--- src/rtl/shiftout_chain.sv ---
// shiftout_chain: multi-channel shift-out driver for daisy-chained 74HC595-class parts.
// Optional SHIFTOUT_PRELOAD_EN adds a one-frame holding buffer for back-to-back frames.
module shiftout_chain #(
  parameter int CLK_FREQ   = 12_000_000,
  parameter int SHIFT_FREQ = 1_000_000,
  parameter int DATA_WIDTH = 25,
  parameter int CHANNELS   = 1,
  parameter int MSB_FIRST  = 1
) (
  input  logic                           ICE_CLK,
  input  logic                           RST_N,
  input  logic [CHANNELS*DATA_WIDTH-1:0] DATA_IN,
  input  logic                           DATA_VALID,
  output logic                           DATA_READY,
  output logic                           SHIFT_CLOCK,
  output logic [CHANNELS-1:0]            SHIFT_DATA,
  output logic                           SHIFT_LATCH,
  output logic                           BUSY,
  output logic                           FRAME_DONE
);
  localparam int HALF = (CLK_FREQ / (2 * SHIFT_FREQ)) < 1 ? 1 : CLK_FREQ / (2 * SHIFT_FREQ);
  localparam int CW = $clog2(HALF + 1);
  localparam int BW = $clog2(DATA_WIDTH + 1);
  typedef enum logic [2:0] {IDLE, SHIFT_LO, SHIFT_HI, LATCH, DONE} state_e;
  state_e state_q, state_d;
  logic [CW-1:0] div_q, div_d;
  logic [BW-1:0] bit_q, bit_d;
  logic [CHANNELS-1:0][DATA_WIDTH-1:0] sr_q, sr_d, src;
  logic accept, load, tick, last;
`ifdef SHIFTOUT_PRELOAD_EN
  logic [CHANNELS*DATA_WIDTH-1:0] buf_q;
  logic full_q;
  assign DATA_READY = !full_q;
  assign accept = DATA_VALID && DATA_READY;
  assign src = buf_q;
  assign load = full_q && (state_q == IDLE || state_q == DONE);
  assign BUSY = state_q != IDLE || full_q;
  always_ff @(posedge ICE_CLK or negedge RST_N)
    if (!RST_N) begin
      buf_q <= '0;
      full_q <= 1'b0;
    end else begin
      if (accept) buf_q <= DATA_IN;
      full_q <= accept || (full_q && !load);
    end
`else
  assign DATA_READY = state_q == IDLE;
  assign accept = DATA_VALID && DATA_READY;
  assign src = DATA_IN;
  assign load = accept;
  assign BUSY = state_q != IDLE;
`endif
  assign tick = div_q == CW'(HALF - 1);
  assign last = bit_q == BW'(DATA_WIDTH - 1);
  always_comb begin
    state_d = state_q;
    bit_d = bit_q;
    sr_d = sr_q;
    div_d = (state_q == IDLE || state_q == DONE || tick) ? '0 : div_q + CW'(1);
    case (state_q)
      IDLE, DONE: begin
        bit_d = '0;
        state_d = load ? SHIFT_LO : IDLE;
        if (load) sr_d = src;
      end
      SHIFT_LO: state_d = tick ? SHIFT_HI : SHIFT_LO;
      SHIFT_HI: if (tick) begin
        state_d = last ? LATCH : SHIFT_LO;
        bit_d = bit_q + BW'(1);
        // the final bit stays on the line through the latch phase
        if (!last)
          for (int c = 0; c < CHANNELS; c++)
            sr_d[c] = MSB_FIRST != 0 ? sr_q[c] << 1 : sr_q[c] >> 1;
      end
      LATCH: state_d = tick ? DONE : LATCH;
      default: state_d = IDLE;
    endcase
  end
  always_ff @(posedge ICE_CLK or negedge RST_N)
    if (!RST_N) begin
      state_q <= IDLE;
      div_q <= '0;
      bit_q <= '0;
      sr_q <= '0;
    end else begin
      state_q <= state_d;
      div_q <= div_d;
      bit_q <= bit_d;
      sr_q <= sr_d;
    end
  assign SHIFT_CLOCK = state_q == SHIFT_HI;
  assign SHIFT_LATCH = state_q == LATCH;
  assign FRAME_DONE = state_q == DONE;
  always_comb
    for (int c = 0; c < CHANNELS; c++)
      SHIFT_DATA[c] = MSB_FIRST != 0 ? sr_q[c][DATA_WIDTH-1] : sr_q[c][0];
endmodule

--- config.mk ---
export PLATFORM = sky130hd
export DESIGN_NAME = shiftout_chain
export DESIGN_NICKNAME = d
export VERILOG_FILES = /design/src/rtl/shiftout_chain.sv
export SDC_FILE = /design/constraint.sdc
export NUM_CORES = 1
export LEC_CHECK = 0
export BUFFER_PORTS_ARGS = -buffer_cell sky130_fd_sc_hd__buf_2
export CORE_MARGIN = 5
export CORE_UTILIZATION = 59
export DETAILED_ROUTE_END_ITERATION = 10
export PLACE_DENSITY = 0.87
export SYNTH_ARGS = -nofsm -noshare
export SYNTH_HDL_FRONTEND = slang
export SYNTH_SLANG_ARGS = --single-unit
--- constraint.sdc ---
create_clock -name ICE_CLK -period 5.1 [get_ports ICE_CLK]
set_input_delay 0.765 -clock ICE_CLK [delete_from_list [all_inputs] [get_ports ICE_CLK]]
set_output_delay 0.765 -clock ICE_CLK [all_outputs]
set_load 0.03 [all_outputs]
==> results.cfg <==
[clock_network]
cts_hold_buf = 0
tritoncts = yes
h-tree-depth = 2
cts_setup_buffers = 0
cts_max_path_buffers = 2
cts_buffers = 5
cts_sinks = 36
clk_pin_slew_ns = 0.11
insertion_delay_ns = 0.33
cts_resized = 0
clockRootBuffer = clkbuf_4

[routing]
drt_iter0_markers = 83
wl_per_cell_um = 15.5
finalWirelength_um = 3970
post-route-drc-count = 0
first_pass_iters = 4
via_per_inst = 5.81
ant_nets = 0
vias = 1487

[floorplanning]
die_x_um = 66.6
core_um2 = 3050
io_pins = 34
start_util_pct = 62.0
row_count = 20
die_area_um2 = 4440
die-height_um = 66.6

[sta]
fin_crit_sh_pct = 60.4
final.min_clock_period_ns = 3.08
rsz0062_at_grt = false
setup_tns_ns = 0
final_max_slew_viol_count = 0
tightest_slew_ns = 1.12
final_hold_viol_count = 0
fmax_ghz = 0.325
fin_worst_skew_ns = 0.00927
setup_violations = 0
relSlewSlack_pct = 25.2

[pwr]
ir_drop_uv = 267
clockPowerShare_pct = 15.2
combPwrFrac_pct = 37.1
p_int_uw = 637
powerDensity_nw_per_um2 = 510
p_seq_share_pct = 47.7
p_sw_uw = 432
swShare_pct = 40.4
leakage_uw = 0.000914

[synth]
yosysUniqueCellTypes = 34
seq_area_frac_synth_pct = 47.6
synth.top_cell.area_share_pct = 47.6
yosysWarningCount = 0
synth_nets = 217
syn_avg_cell_area_um2 = 10.2
synthesis.area_um2 = 1890
netlist.top_cell.by_area = dfrtp_1
synth_cells = 185
synth_seq_cells = 36
yosys-top-cells-area = dfrtp_1 48%, a21oi_1 14%, mux2i_1 12%, ha_1 2.6%, nor2_1 2.0%

[final_layout]
fill_cells = 250
diodes = 0
drive_above_1_share_pct = 21.2
ff_latch_area_um2 = 901
area_delta_synth_final_pct = 10.8
fin_area_um2 = 2100
multiInputGateArea_um2 = 883
nNetsFinal = 243

[placement]
dp_hpwl_um = 2740
dpl_cell_area_um2 = 2040
place.gp.congestion = 0.828
port_buffers = 33

[setup_path]
critPathLaunchType = flop
reg2reg_to = sr_q[7]$_DFFE_PN0P_
cp_max_fo = 26
r2r_start = bit_q[0]$_DFFE_PN0P_
reg2regPathDepth = 6
criticalPathCategory = flop to flop
cp-end-kind = flop
required_ns = 5.26
crit_arrival_ns = 3.24
regToRegSetupSlack_ns = 2.02

[min_path]
worstHoldPathType = input pin to async pin

[global_routing]
grt_overflow_total = 0
track_usage_pct = 20.1
grt_pass1_wl_um = 6730
antenna_found_initial = 0
grt_max_degree = 37
first_global_vias = 1466

[job]
max_cap_violations = 0

[run_status]
status = complete, no violations
## registers in the layout, indices dropped and copies added, names as in the netlist
| name | flops |
|---|---|
| state_q | 3 |
| div_q | 3 |
| sr_q | 25 |
| bit_q | 5 |
## power groups by stage
stage | clock [uW] | sequential, uW | combinational (uW)
floorplan | 0 | 473 | 343
global placement | 0 | 501 | 371
detailed placement | 0 | 511 | 398
CTS | 162 | 506 | 399
global route | 176 | 525 | 449
finish | 163 | 509 | 397
## cells by family (layout without fill, tap and decap cells)
| logic type | Yosys count | count (layout) | synth area share, % |
|---|---|---|---|
| buf+inv | 22 | 49 | 5.95 |
| simple gates | 34 | 34 | 10.6 |
| compound gates | 64 | 64 | 19.8 |
| mux | 25 | 25 | 13.4 |
| flops | 36 | 36 | 47.6 |
| fa+ha+maj | 4 | 4 | 2.65 |
## routing by layer
metal  vias up  track usage, %  part of all wire, %  routed length, um
met5         -               0                    0                  0
met4         0            7.87                  1.4                 57
met3         9            4.89                  6.9                273
met2        59            31.9                   49               1940
met1       711            26.3                   43               1700
li1        708               -                    -                  -
## metrics by stage
stage / hold slack, ns / setup slack, ns / std cells / util (%) / power [uW]
after global placement: 0.463 / 2.14 / 248 / 66.8 / 872
after floorplan: 0.450 / 2.94 / 185 / - / 816
after detailed placement: 0.477 / 2.03 / 248 / 66.8 / 909
after CTS: 0.492 / 2.02 / 256 / 68.7 / 1070
after global routing: 0.522 / 1.72 / 256 / 68.7 / 1150
final: 0.489 / 2.02 / 256 / 68.7 / 1070
## cell usage after synthesis
cell	instances
nand3b_4	1
o22ai_1	1
o32ai_1	1
ha_1	4
buf_6	2
a2bb2oi_1	1
nand3_1	2
o31ai_1	1
nand3b_1	2
and4b_1	2
a221oi_4	1
mux2_2	2
a32o_1	1
inv_1	7
and2_1	3
buf_4	2
or3_1	1
nor3b_1	1
nand2b_1	2
o21ai_0	2
and2_0	1
and3_1	1
buf_2	6
dfrtp_1	36
a21oi_1	52
nor2b_1	3
nand2_1	2
clkbuf_1	5
a221o_1	1
a311oi_1	1
mux2i_1	23
nor3_1	3
nor2_1	10
a22o_1	2
## how the worst max path moves through the flow
stage	from	end	cells after the start
floorplan	state_q[1]$_DFFE_PN0P_	DATA_READY	3
global placement	DATA_VALID	sr_q[15]$_DFFE_PN0P_	5
detailed placement	DATA_VALID	sr_q[7]$_DFFE_PN0P_	5
CTS	bit_q[0]$_DFFE_PN0P_	sr_q[7]$_DFFE_PN0P_	6
global route	bit_q[0]$_DFFE_PN0P_	sr_q[24]$_DFFE_PN0P_	6
finish	bit_q[0]$_DFFE_PN0P_	sr_q[7]$_DFFE_PN0P_	6
## cells in the final DEF, fill, tap and decap left out, types with 2 or more instances in the layout
| cell type | n |
|---|---|
| a21oi_1 | 52 |
| dfrtp_1 | 36 |
| buf_2 | 33 |
| mux2i_1 | 23 |
| nor2_1 | 10 |
| inv_1 | 7 |
| clkbuf_4 | 5 |
| ha_1 | 4 |
| and2_1 | 3 |
| nor2b_1 | 3 |
| nor3_1 | 3 |
| and4b_1 | 2 |
| nand2b_1 | 2 |
| nand3_1 | 2 |
| mux2_2 | 2 |
| a22o_1 | 2 |
| o21ai_0 | 2 |
| nand3b_1 | 2 |
| nand2_1 | 2 |
| clkbuf_1 | 2 |
## layout make-up
| cell class | count | area share [%] |
|---|---|---|
| multi-input combinational | 127 | 42.1 |
| inverter | 7 | 1.25 |
| clock buffer | 8 | 2.80 |
| timing repair buffer | 34 | 8.23 |
| tap | 44 | 2.63 |
| sequential | 36 | 43.0 |
## worst max-delay path: stages, from the launching register on
cell and delay (ns):
dfrtp_1 0.42, inv_1 0.06, ha_1 0.19, and4b_1 0.25, a221oi_4 0.82, and2_0 0.98
a21oi_1 0.18
Power figures use the tool's default switching activity.
